===== config.mk =====
export PLATFORM = sky130hd
export DESIGN_NAME = prog_downtimer
export DESIGN_NICKNAME = d
export VERILOG_FILES = /design/src/rtl/prog_downtimer.sv
export SDC_FILE = /design/constraint.sdc
export NUM_CORES = 1
export LEC_CHECK = 0
export BUFFER_PORTS_ARGS = -buffer_cell sky130_fd_sc_hd__buf_2
export CAP_MARGIN = 25
export CORE_AREA = 2 2 107 109
export DETAILED_ROUTE_END_ITERATION = 7
export DIE_AREA = 0 0 109 111
export SLEW_MARGIN = 25
export SYNTH_ARGS = -nofsm -noshare
export SYNTH_HDL_FRONTEND = slang
export SYNTH_SLANG_ARGS = --single-unit

===== constraint.sdc =====
create_clock -name CLK -period 4.98 [get_ports CLK]
set_input_delay 0.996 -clock CLK [delete_from_list [all_inputs] [get_ports CLK]]
set_output_delay 0.996 -clock CLK [all_outputs]
set_load 0.05 [all_outputs]

===== src/rtl/prog_downtimer.sv =====
// -----------------------------------------------------------------------------
// prog_downtimer
//   Programmable down-timer used as a delay / periodic tick source next to the
//   CPU datapath. A loadable counter is stepped by a prescaled enable. On the
//   terminal tick (Q==1) it either stops at zero (one-shot) or reloads
//   (auto-reload). It raises a one-cycle terminal-count pulse and a sticky flag.
//
//   Parameters
//     WIDTH   counter / load / reload width
//     PWIDTH  prescaler compare width (divide ratio = PSC+1)
//
//   Ports
//     CLK     in   1       clock; all state updates on the rising edge
//     RST     in   1       synchronous active-high reset; overrides everything
//     D       in   WIDTH   load value
//     LD      in   1       load D into counter and reload register, restart
//     EN      in   1       count enable; gates both prescaler and counter
//     MODE    in   1       0 = one-shot, 1 = auto-reload (sampled at terminal)
//     PSC     in   PWIDTH  prescale compare; counter ticks every PSC+1 enables
//     CLR_TC  in   1       clear the sticky FLAG
//     Q       out  WIDTH   current count (registered)
//     TC      out  1       terminal-count pulse, one cycle (registered)
//     FLAG    out  1       sticky terminal-count flag (registered)
//     RUN     out  1       timer armed and allowed to count (registered)
// -----------------------------------------------------------------------------
module prog_downtimer #(
  parameter int WIDTH  = 32,
  parameter int PWIDTH = 8
) (
  input  logic              CLK,
  input  logic              RST,
  input  logic [WIDTH-1:0]  D,
  input  logic              LD,
  input  logic              EN,
  input  logic              MODE,
  input  logic [PWIDTH-1:0] PSC,
  input  logic              CLR_TC,
  output logic [WIDTH-1:0]  Q,
  output logic              TC,
  output logic              FLAG,
  output logic              RUN
);

  // State registers and their next-state values
  logic [WIDTH-1:0]  q_q,      q_d;
  logic [WIDTH-1:0]  reload_q, reload_d;
  logic [PWIDTH-1:0] pcnt_q,   pcnt_d;
  logic              run_q,    run_d;
  logic              tc_q,     tc_d;
  logic              flag_q,   flag_d;

  // Decoded control conditions
  logic step_s;      // prescaler is allowed to advance this cycle
  logic tick_s;      // prescaler wraps: counter steps this cycle
  logic terminal_s;  // tick while counter sits at 1

  // Decode of the step / tick / terminal conditions
  always_comb begin
    step_s     = 1'b0;
    tick_s     = 1'b0;
    terminal_s = 1'b0;
    if (!LD && EN && run_q) begin
      step_s = 1'b1;
      // ">=" rather than "==": lowering PSC below the current pcnt ticks at
      // once instead of running pcnt all the way round its range.
      if (pcnt_q >= PSC) begin
        tick_s = 1'b1;
      end else begin
        tick_s = 1'b0;
      end
      if ((pcnt_q >= PSC) && (q_q == WIDTH'(1))) begin
        terminal_s = 1'b1;
      end else begin
        terminal_s = 1'b0;
      end
    end else begin
      step_s     = 1'b0;
      tick_s     = 1'b0;
      terminal_s = 1'b0;
    end
  end

  // Next-state logic for counter, reload value, prescaler and run state
  always_comb begin
    q_d      = q_q;
    reload_d = reload_q;
    pcnt_d   = pcnt_q;
    run_d    = run_q;
    tc_d     = 1'b0;

    if (LD) begin
      // Load wins over counting; a zero load leaves the timer disarmed.
      q_d      = D;
      reload_d = D;
      pcnt_d   = '0;
      run_d    = (D != '0);
    end else if (step_s) begin
      if (tick_s) begin
        pcnt_d = '0;
        if (terminal_s) begin
          tc_d = 1'b1;
          if (MODE) begin
            q_d   = reload_q;
            run_d = 1'b1;
          end else begin
            q_d   = '0;
            run_d = 1'b0;
          end
        end else if (q_q > WIDTH'(1)) begin
          q_d = q_q - WIDTH'(1);
        end else begin
          // Q==0 while running cannot arise; hold rather than wrap.
          q_d = q_q;
        end
      end else begin
        pcnt_d = pcnt_q + PWIDTH'(1);
      end
    end else begin
      // Disabled or disarmed: everything holds.
      q_d    = q_q;
      pcnt_d = pcnt_q;
    end
  end

  // Sticky flag: a new terminal event takes priority over a clear request
  always_comb begin
    flag_d = flag_q;
    if (tc_d) begin
      flag_d = 1'b1;
    end else if (CLR_TC) begin
      flag_d = 1'b0;
    end else begin
      flag_d = flag_q;
    end
  end

  // State registers with synchronous reset
  always_ff @(posedge CLK) begin
    if (RST) begin
      q_q      <= '0;
      reload_q <= '0;
      pcnt_q   <= '0;
      run_q    <= 1'b0;
      tc_q     <= 1'b0;
      flag_q   <= 1'b0;
    end else begin
      q_q      <= q_d;
      reload_q <= reload_d;
      pcnt_q   <= pcnt_d;
      run_q    <= run_d;
      tc_q     <= tc_d;
      flag_q   <= flag_d;
    end
  end

  // Outputs come straight from flops
  assign Q    = q_q;
  assign TC   = tc_q;
  assign FLAG = flag_q;
  assign RUN  = run_q;

endmodule


==> results.yml, run 1 <==
status:
  run_status: "finished, final reports clean"
power:
  power.internal_w: 0.00110
  sequentialPowerShare: 0.427
  comb_power_share: 0.183
  power.switching_w: 0.000486
  power_frac_clock: 0.390
  report.power.total_w: 0.00159
  leakagePower_nw: 2.11
  power-per-cell-area_nw_per_um2: 315
  max-vdd-ir-drop_v: 0.000137
  switching_share: 0.306
place:
  dpl_cell_area_um2: 4750
  buffer_ports.inserted: 80
  routabilityCongestion: 0.875
  detailed_place_hpwl_mm: 8.91
  placedCellCount: 724
critical_path:
  critical_path_required_ns: 5.27
  critical_path.n_buffers_inverters: 0
  critical_path.top_delay_family: "simple AND/OR/NAND/NOR gates"
  critical-path-slowest-cell: "sky130_fd_sc_hd__o211a_1"
  data_arrival_time_of_the_critical_path_ns: 4.08
  path_class: "reg2reg"
  critical_path.cell_chain: "nor4_1 > nand2_1 > nor4_4 > o211a_1 > a31oi_1 > o41ai_1 > a311o_1"
  critPathMaxFanout: 30
  startpoint_type: "flop"
  timing.critical_path.slowest_cell_delay_ns: 0.90
  end_kind: "flop"
yosys:
  synthesis.nets: 586
  synth_ff_type: "sky130_fd_sc_hd__dfxtp_1"
  synth_top_cells_by_area: "sky130_fd_sc_hd__dfxtp_1 35%, sky130_fd_sc_hd__a21oi_1 6.1%, sky130_fd_sc_hd__mux2i_1 6.1%"
  mean_syn_cell_area_um2: 8.07
  post_synthesis_xor_xnor_area_fraction: 0.0431
  netlist.top_cell.by_area: "sky130_fd_sc_hd__dfxtp_1"
  ys_seq_elements: 75
  compound_gate_fraction_of_synth_area: 0.236
  basic_gate_share_of_the_synthesized_area_counting_and_or_nand_and_nor_cells: 0.219
  post_synth_mux_area_share: 0.0609
  post_synth_fa_ha_maj_area_fraction: 0.0322
  synthArstFlopShare: 0
  synth.lib_cells_used.distinct: 57
  synthCells: 529
  synth_top_family_by_area: "compound AO/OA/AOI/OAI gates"
  yosys_synthesis_warning_count: 0
  synth.top_cells.by_count: "75 x sky130_fd_sc_hd__dfxtp_1, 62 x sky130_fd_sc_hd__nor2_1, 52 x sky130_fd_sc_hd__a21oi_1"
  synth-edff-count: 0
  seq_area_frac_synth: 0.352
  most_frequent_cell_after_synthesis: "sky130_fd_sc_hd__dfxtp_1"
  top_cell_type_s_share_of_synthesized_area: 0.352
  post_synth_instance_area_um2: 4270
die:
  die_h_um: 111
  core.rowCount: 39
  initial_utilization: 0.386
  die_w_um: 109
  floorplan.core_area_um2: 11100
  ios: 81
  total_die_area_um2: 12100
timing:
  timing.final.max_slew_violations: 0
  min_period_over_period: 0.762
  worst_tran_pin_value_ns: 0.932
  setup_violations: 0
  totalNegativeSetupSlack_ns: 0
  max_freq_mhz: 264
  hold_viol_final: 0
  grt_setup_unrepaired: "no"
  clock-skew-final_ns: 0.00941
  fin_crit_ns: 3.79
  maxSlewHeadroom: 0.378
global_routing:
  grt_first_pass_wirelength_mm: 21.2
  grt_start_max_net_pins: 67
  first_global_vias: 4090
  grt-ovfl-total: 0
  antenna_violations_before_repair: 0
  grt_usage: 0.223
clocking:
  cts_sinks: 75
  cts.repair.resized: 0
  cts_hold_buffers: 0
  cts_setup_buffers: 0
  cts-root-buf: "sky130_fd_sc_hd__clkbuf_16"
  worstSkewPairLatency_ns: 0.34
  clock_tree_from_tritoncts: "yes"
  max-clock-path-buffers: 2
  deepest_level_of_the_cts_h_tree: 3
  cts-buffers-inserted: 9
  worst_setup_hold_path_clk_slew_ns: 0.06
final_layout:
  post_layout_nonfiller_instances: 739
  stdcell_area_um2: 5040
  antenna-diode-count: 0
  finish.net_count: 649
  synthToLayoutAreaGrowth_pct: 17.9
  post_route_cells_drive_above_1_share: 0.190
drt:
  routed_wire_length_per_instance_um: 17.5
  post_detailed_route_count_of_antenna_violating_nets: 0
  vias: 4292
  drt_iter0_drc: 333
  drc_violation_count_after_routing: 0
  route.detailed.vias_per_inst: 5.81
  first_pass_iters: 6
  routed_wire_length_mm: 13.0
run:
  cap_viol_max_count: 0
hold_path:
  hold_path_class: "reg2reg"
==> per-layer routing <==
metal | GRT usage | part of all wire | up-vias
met2 | 0.343 | 0.46 | 181
met1 | 0.300 | 0.45 | 2010
li1 | - | - | 2083
met4 | 0.0974 | 0.023 | 0
met5 | 0 | 0 | -
met3 | 0.0470 | 0.070 | 18
==> state kept, by name, summed over array words and instances, names as in the netlist <==
register,flops
Q,32
reload_q,32
pcnt_q,8
FLAG,1
RUN,1
TC,1
==> kinds of logic (layout without fill, tap and decap cells) <==
logic type / Yosys count / after routing
buf+inv: 60 / 127
xor+xnor: 21 / 21
simple gates: 188 / 188
fa+ha+maj: 11 / 11
mux: 26 / 26
compound gates: 148 / 148
flops: 75 / 75
==> cells in the final DEF (no fill, tap or decap), types with 4 or more instances in the layout <==
master / instances
sky130_fd_sc_hd__nand2_1: 44
sky130_fd_sc_hd__o21ai_1: 5
sky130_fd_sc_hd__and3_1: 7
sky130_fd_sc_hd__nor2_1: 62
sky130_fd_sc_hd__a311oi_1: 7
sky130_fd_sc_hd__o22ai_1: 5
sky130_fd_sc_hd__buf_4: 4
sky130_fd_sc_hd__a31oi_1: 5
sky130_fd_sc_hd__nand4_1: 8
sky130_fd_sc_hd__ha_1: 11
sky130_fd_sc_hd__nor4_1: 17
sky130_fd_sc_hd__mux2i_1: 26
sky130_fd_sc_hd__a211o_1: 9
sky130_fd_sc_hd__clkbuf_16: 9
sky130_fd_sc_hd__a22oi_1: 4
sky130_fd_sc_hd__buf_2: 80
sky130_fd_sc_hd__a221oi_1: 11
sky130_fd_sc_hd__dfxtp_1: 75
sky130_fd_sc_hd__a21oi_1: 52
sky130_fd_sc_hd__a221oi_2: 4
sky130_fd_sc_hd__nand3_1: 9
sky130_fd_sc_hd__nor3_1: 19
sky130_fd_sc_hd__o21ai_0: 19
sky130_fd_sc_hd__inv_1: 28
sky130_fd_sc_hd__xnor2_1: 13
sky130_fd_sc_hd__xor2_1: 8
sky130_fd_sc_hd__or4_1: 5
==> cell type report <==
class                   count  area (µm²)
flip-flops and latches     75        1500
clock buffers              13         270
well taps                 143         179
repair buffers             84         430
fillers                  1086        6040
inverters                  28         105
clock inverters             2        10.0
multi-input cells         394        2540
==> final timing paths <==
path                                   start            to  slack, ns  cells after the start
worst max-delay path                    Q[8]         Q[20]       1.19                      7
worst min-delay path            reload_q[24]  reload_q[24]       0.47                      2
worst max register to register          Q[8]         Q[20]       1.19                      7
worst min register to register  reload_q[24]  reload_q[24]       0.47                      2
==> worst min-delay path: stages (launching register included) <==
cell and delay [ns]:
sky130_fd_sc_hd__dfxtp_1 0.31, sky130_fd_sc_hd__nand2_1 0.06, sky130_fd_sc_hd__a21oi_1 0.05
==> power groups by stage <==
stage | logic [W] | registers (W) | clock network (W)
floorplan | 0.000141 | 0.000746 | 0
global placement | 0.000285 | 0.000690 | 0
detailed placement | 0.000288 | 0.000690 | 0
CTS | 0.000290 | 0.000677 | 0.000631
global route | 0.000316 | 0.000684 | 0.000655
finish | 0.000291 | 0.000678 | 0.000620
==> per-stage QoR <==
| step | hold slack [ns] | util | worst slack (ns) |
|---|---|---|---|
| final | 0.473 | 0.455 | 1.19 |
| after global routing | 0.489 | 0.455 | 0.800 |
| after CTS | 0.471 | 0.454 | 1.17 |
| after detailed placement | 0.462 | 0.429 | 0.821 |
| after global placement | 0.450 | 0.428 | 1.07 |
| after floorplan | 0.442 | - | 1.86 |
Power figures use the tool's default switching activity.
==> run 2: changes to the inputs <==
--- a/config.mk
+++ b/config.mk
@@ -5,11 +5,12 @@
 export SDC_FILE = /design/constraint.sdc
 export NUM_CORES = 1
 export LEC_CHECK = 0
+export ABC_AREA = 1
 export BUFFER_PORTS_ARGS = -buffer_cell sky130_fd_sc_hd__buf_2
 export CAP_MARGIN = 25
-export CORE_AREA = 2 2 107 109
+export CORE_AREA = 2 2 116 118
 export DETAILED_ROUTE_END_ITERATION = 7
-export DIE_AREA = 0 0 109 111
+export DIE_AREA = 0 0 118 120
 export SLEW_MARGIN = 25
 export SYNTH_ARGS = -nofsm -noshare
 export SYNTH_HDL_FRONTEND = slang
==> constraint.sdc (replaced) <==
create_clock -name CLK -period 3.12 [get_ports CLK]
set_input_delay 0.624 -clock CLK [delete_from_list [all_inputs] [get_ports CLK]]
set_output_delay 0.624 -clock CLK [all_outputs]
set_load 0.05 [all_outputs]
==> results.yml, run 2 <==
status:
  run_status: "finished, final reports clean"
drt:
  route.detailed.vias_per_inst: 4.80
  drt_iter0_drc: 290
  routed_wire_length_per_instance_um: 13.3
  routed_wire_length_mm: 13.6
  first_pass_iters: 5
  vias: 4919
  post_detailed_route_count_of_antenna_violating_nets: 0
  drc_violation_count_after_routing: 0
clocking:
  worstSkewPairLatency_ns: 0.35
  cts-buffers-inserted: 9
  cts_hold_buffers: 0
  worst_setup_hold_path_clk_slew_ns: 0.06
  clock_tree_from_tritoncts: "yes"
  cts-root-buf: "sky130_fd_sc_hd__clkbuf_16"
  cts.repair.resized: 0
  deepest_level_of_the_cts_h_tree: 3
  cts_sinks: 75
  max-clock-path-buffers: 2
  cts_setup_buffers: 0
power:
  power_frac_clock: 0.396
  leakagePower_nw: 2.85
  max-vdd-ir-drop_v: 0.000237
  comb_power_share: 0.223
  power.switching_w: 0.000900
  sequentialPowerShare: 0.381
  switching_share: 0.320
  power-per-cell-area_nw_per_um2: 483
  power.internal_w: 0.00192
hold_path:
  hold_path_class: "reg2reg"
timing:
  worst_tran_pin_value_ns: 0.689
  hold_viol_final: 0
  clock-skew-final_ns: 0.00832
  hold_slack_ns: 0.462
  max_freq_mhz: 470
  timing.final.max_slew_violations: 0
  setup_violations: 0
  min_period_over_period: 0.682
  fin_crit_ns: 2.13
  grt_setup_unrepaired: "no"
  totalNegativeSetupSlack_ns: 0
  maxSlewHeadroom: 0.541
die:
  die_w_um: 118
  initial_utilization: 0.388
  floorplan.core_area_um2: 13000
  core.rowCount: 42
  die_h_um: 120
  total_die_area_um2: 14200
  ios: 81
yosys:
  synth_ff_type: "sky130_fd_sc_hd__dfxtp_1"
  synth.lib_cells_used.distinct: 40
  synthArstFlopShare: 0
  synthesis.nets: 842
  synth-edff-count: 0
  mean_syn_cell_area_um2: 6.42
  synthCells: 785
  ys_seq_elements: 75
  synth.top_cells.by_count: "266 x sky130_fd_sc_hd__nand2_1, 75 x sky130_fd_sc_hd__dfxtp_1, 74 x sky130_fd_sc_hd__nor2_1"
  seq_area_frac_synth: 0.298
  yosys_synthesis_warning_count: 0
  top_cell_type_s_share_of_synthesized_area: 0.298
  synth_top_cells_by_area: "sky130_fd_sc_hd__dfxtp_1 30%, sky130_fd_sc_hd__nand2_1 20%, sky130_fd_sc_hd__nand3_1 7.2%"
  most_frequent_cell_after_synthesis: "sky130_fd_sc_hd__nand2_1"
  post_synth_instance_area_um2: 5040
  netlist.top_cell.by_area: "sky130_fd_sc_hd__dfxtp_1"
place:
  placedCellCount: 1009
  routabilityCongestion: 0.849
  buffer_ports.inserted: 80
  detailed_place_hpwl_mm: 9.50
final_layout:
  multiInputGateArea_um2: 3080
  sequential_cell_area_um2: 1500
  synthToLayoutAreaGrowth_pct: 15.8
  layout.cells.most_common_list: "266 x sky130_fd_sc_hd__nand2_1, 80 x sky130_fd_sc_hd__buf_2, 75 x sky130_fd_sc_hd__dfxtp_1"
  antenna-diode-count: 0
  layout_commonest_cell: "sky130_fd_sc_hd__nand2_1"
  post_layout_nonfiller_instances: 1024
  finish.net_count: 901
  post_route_cells_drive_above_1_share: 0.177
  n_fill_cell: 1398
critical_path:
  critical_path.cell_chain: "inv_1 > ha_1 > nand2_1 > nor2_1 > nor2_1 > nand2_1 > nand2_1 > a21oi_4 > nand2_4 > buf_12 > a21boi_0 > a21oi_2"
  startpoint_type: "flop"
  critical_path_required_ns: 3.35
  crit_top_cell: "sky130_fd_sc_hd__nand2_1"
  timing.critical_path.slowest_cell_delay_ns: 0.38
  critPathMaxFanout: 41
  path_class: "reg2reg"
  critical-path-slowest-cell: "sky130_fd_sc_hd__dfxtp_1"
  data_arrival_time_of_the_critical_path_ns: 2.36
  end_kind: "flop"
global_routing:
  antenna_violations_before_repair: 0
  grt_first_pass_wirelength_mm: 22.6
  grt_usage: 0.200
  grt-ovfl-total: 0
  first_global_vias: 4504
  grt_start_max_net_pins: 122
run:
  cap_viol_max_count: 0
run 2: cell types whose count changed after synthesis, sizes merged, moves of 15 or more:
cell and change:
a21boi +27, a221oi -15, inv +39, mux2i -26, nand2 +236, nand3 +65
nor2 +26, nor3 -15, o21ai -15
run 2: routing by layer:
metal  global-route usage  routed length, µm  vias to the layer above
met5                    0                  0                        -
met4               0.0655                229                        0
met3               0.0442                556                       15
met2                0.305               5980                      110
met1                0.279               6870                     2169
li1                     -                  -                     2625
run 2: cell type report:
cell class              instances  area share
clock buffers                  14      0.0487
repair buffers                 85      0.0793
well taps                     176      0.0377
flip-flops and latches         75       0.257
inverters                      67      0.0435
clock inverters                 1     0.00515
multi-input cells             606       0.528
run 2: worst paths after layout:
kind                                  start           to  slack (ns)  cells after the start
worst min register to register  reload_q[5]  reload_q[5]        0.46                      2
worst max-delay path              pcnt_q[0]        Q[26]        0.99                     12
worst max register to register    pcnt_q[0]        Q[26]        0.99                     12
worst min-delay path            reload_q[5]  reload_q[5]        0.46                      2
run 2: critical path, delay by kind of cell (launching register included):
| kind | cells | cell delay (ns) |
|---|---|---|
| compound gates | 3 | 0.54 |
| simple gates | 6 | 0.50 |
| flops | 1 | 0.38 |
| buf+inv | 2 | 0.30 |
| fa+ha+maj | 1 | 0.28 |
run 2: power groups by stage:
stage          clock network [W]  registers, W  logic (W)
4_1_cts                  0.00114       0.00107   0.000630
6_report                 0.00112       0.00107   0.000627
3_5_place_dp                   0       0.00110   0.000627
2_1_floorplan                  0       0.00119   0.000373
5_1_grt                  0.00118       0.00108   0.000704
3_3_place_gp                   0       0.00110   0.000624
run 2: logic make-up (layout without fill, tap and decap cells):
family	Yosys count	count (layout)	synth area share
compound gates	103	103	0.131
xor+xnor	25	25	0.0435
simple gates	467	467	0.410
buf+inv	104	167	0.0904
fa+ha+maj	11	11	0.0273
flops	75	75	0.298
run 2: stage by stage:
step / utilization / power [W] / setup WS, ns / instance area, µm²
finish: 0.449 / 0.00282 / 0.991 / 5830
global route: 0.449 / 0.00297 / 0.759 / 5830
CTS: 0.449 / 0.00284 / 0.964 / 5830
detailed placement: 0.425 / 0.00172 / 0.665 / 5520
global placement: 0.425 / 0.00172 / 0.712 / 5520
floorplan: - / 0.00157 / 1.00 / 5040
==> run 3: changes to the inputs <==
--- a/config.mk
+++ b/config.mk
@@ -5,12 +5,12 @@
 export SDC_FILE = /design/constraint.sdc
 export NUM_CORES = 1
 export LEC_CHECK = 0
-export ABC_AREA = 1
+export ABC_AREA = 0
 export BUFFER_PORTS_ARGS = -buffer_cell sky130_fd_sc_hd__buf_2
 export CAP_MARGIN = 25
-export CORE_AREA = 2 2 116 118
+export CORE_AREA = 2 2 107 109
 export DETAILED_ROUTE_END_ITERATION = 7
-export DIE_AREA = 0 0 118 120
+export DIE_AREA = 0 0 109 111
 export SLEW_MARGIN = 25
 export SYNTH_ARGS = -nofsm -noshare
 export SYNTH_HDL_FRONTEND = slang
==> constraint.sdc (replaced) <==
create_clock -name CLK -period 2.2 [get_ports CLK]
set_input_delay 0.44 -clock CLK [delete_from_list [all_inputs] [get_ports CLK]]
set_output_delay 0.44 -clock CLK [all_outputs]
set_load 0.05 [all_outputs]
==> results.yml, run 3 (synthesized netlist as in run 1, its figures left out) <==
critical_path:
  critPathMaxFanout: 7
  timing.critical_path.slowest_cell_delay_ns: 0.33
  critical_path_required_ns: 2.46
  critical_path.cell_chain: "nor4_4 > buf_4 > nand4_4 > buf_6 > o41ai_4 > o21bai_4 > buf_12 > buf_12 > a21oi_1 > a221oi_2"
  end_kind: "flop"
  critical_path.n_buffers_inverters: 4
  path_class: "reg2reg"
  critical_path.top_delay_family: "compound AO/OA/AOI/OAI gates"
  critical-path-slowest-cell: "sky130_fd_sc_hd__dfxtp_2"
  startpoint_type: "flop"
  crit-reg2reg-capture: "Q[13]"
  setup.reg_to_reg.worst_slack_ns: -0.22
  crit_top_cell: "sky130_fd_sc_hd__buf_12"
  worst_r2r_path_depth: 10
  data_arrival_time_of_the_critical_path_ns: 2.68
  rr_startpoint: "Q[27]"
die:
  die_h_um: 111
  ios: 81
  floorplan.core_area_um2: 11100
  total_die_area_um2: 12100
  core.rowCount: 39
  die_w_um: 109
  initial_utilization: 0.386
place:
  detailed_place_hpwl_mm: 10.8
  buffer_ports.inserted: 80
  placedCellCount: 823
  dpl_cell_area_um2: 5750
  routabilityCongestion: 0.840
  post-place-ws_ns: -0.492
global_routing:
  groute.layer.met2.usage: 0.440
  met3_usage: 0.0494
  grt_start_max_net_pins: 34
  antenna_violations_before_repair: 0
  global_route.usage.met1: 0.337
  grt-ovfl-total: 0
  grt_usage: 0.263
  grt_first_pass_wirelength_mm: 24.7
  globalRoute.busiestLayer: "met2"
  first_global_vias: 4797
final_layout:
  synthToLayoutAreaGrowth_pct: 57.7
  layout_commonest_cell: "sky130_fd_sc_hd__buf_4"
  post_route_cells_drive_above_1_share: 0.468
  layout.cells.most_common_list: "104 x sky130_fd_sc_hd__buf_4, 80 x sky130_fd_sc_hd__buf_2, 55 x sky130_fd_sc_hd__nor2_1"
  stdcell_area_um2: 6740
  finish.net_count: 771
  antenna-diode-count: 0
  post_layout_nonfiller_instances: 861
run:
  cap_viol_max_count: 0
timing:
  fin_crit_ns: 2.42
  maxSlewHeadroom: 0.682
  min_period_over_period: 1.10
  max_freq_mhz: 414
  hold_slack_ns: 0.341
  final.setup.worst_slack_ns: -0.217
  clock-skew-final_ns: 0.00718
  hold_viol_final: 0
  timing.final.max_slew_violations: 0
  grt_setup_unrepaired: "yes"
  worst_tran_pin_value_ns: 0.477
  setup_violations: 32
status:
  run_status: "finished, violations left"
  violations_in_the_final_reports: "setup timing"
clocking:
  deepest_level_of_the_cts_h_tree: 3
  cts_hold_buffers: 0
  cts-buffers-inserted: 9
  worstSkewPairLatency_ns: 0.35
  clock_tree_from_tritoncts: "yes"
  cts_sinks: 75
  cts-root-buf: "sky130_fd_sc_hd__clkbuf_16"
  max-clock-path-buffers: 2
  worst_setup_hold_path_clk_slew_ns: 0.06
hold_path:
  end_of_the_worst_hold_path: "reload_q[1]"
  min_delay_path_depth: 3
  holdCritStartpoint: "D[1]"
  hold_path_class: "in2reg"
drt:
  routed_wire_length_per_instance_um: 19.0
  first_pass_iters: 5
  post_detailed_route_count_of_antenna_violating_nets: 0
  routed_wire_length_mm: 16.3
  drc_violation_count_after_routing: 0
  route.detailed.vias_per_inst: 5.80
  drt_iter0_drc: 439
  vias: 4996
power:
  report.power.total_w: 0.00398
  max-vdd-ir-drop_v: 0.000388
  leakagePower_nw: 2.90
  power-per-cell-area_nw_per_um2: 591
-- run 3: cell types whose count changed in the layout (fill, tap and decap cells not counted), moves of 19 or more --
cell                       change
sky130_fd_sc_hd__dfxtp_2      +19
sky130_fd_sc_hd__a21boi_0     -23
sky130_fd_sc_hd__nor2_1       -19
sky130_fd_sc_hd__nand3_1      -66
sky130_fd_sc_hd__nand2_1     -226
sky130_fd_sc_hd__buf_4       +101
sky130_fd_sc_hd__inv_1        -40
sky130_fd_sc_hd__dfxtp_1      -24
sky130_fd_sc_hd__mux2i_1      +26
-- run 3: worst max-delay path by stage --
stage / from / end / depth (start not counted)
finish: Q[27] / Q[13] / 10
global route: Q[27] / Q[9] / 10
CTS: pcnt_q[1] / Q[31] / 11
detailed placement: PSC[1] / Q[3] / 11
global placement: PSC[1] / Q[12] / 11
floorplan: Q[0] / Q[11] / 6
-- run 3: per-stage QoR --
stage / setup TNS, ns / utilization
after floorplan: -2.52 / -
after global placement: -11.00 / 0.519
after global routing: -7.20 / 0.608
final: -4.34 / 0.608
after CTS: -4.36 / 0.580
after detailed placement: -12.30 / 0.519
-- run 3: layout make-up --
class                   count  area (µm²)
multi-input cells         395        3100
well taps                 143         179
clock buffers              14         285
flip-flops and latches     75        1540
fillers                   938        4340
repair buffers            205        1510
inverters                  28         113
clock inverters             1        5.00
-- run 3: timing repair --
item,in CTS,in global routing
gates resized for setup,38,61
endpoints found under the setup margin,33,41
buffers inserted,12,9
endpoints found under the hold margin,0,0
gates cloned,4,2
pin swaps,13,34
-- run 3: routing by layer --
layer  up-vias  part of all wire
li1       2324                 -
met4         0             0.025
met3        34             0.062
met2       220              0.49
met1      2418              0.42
met5         -                 0
-- run 3: power by group --
| part | switching [W] | internal [W] | total, W |
|---|---|---|---|
| Combinational | 0.000609 | 0.000385 | 0.000994 |
| Clock | 0.000587 | 0.000888 | 0.00147 |
| Sequential | 0.0000659 | 0.00144 | 0.00151 |
| Total | 0.00126 | 0.00272 | 0.00398 |
-- run 3: worst reg2reg max path, delay by kind of cell (launching register included) --
| family | cells | cell delay, ns |
|---|---|---|
| simple gates | 2 | 0.43 |
| buf+inv | 4 | 0.67 |
| flops | 1 | 0.33 |
| compound gates | 4 | 0.91 |
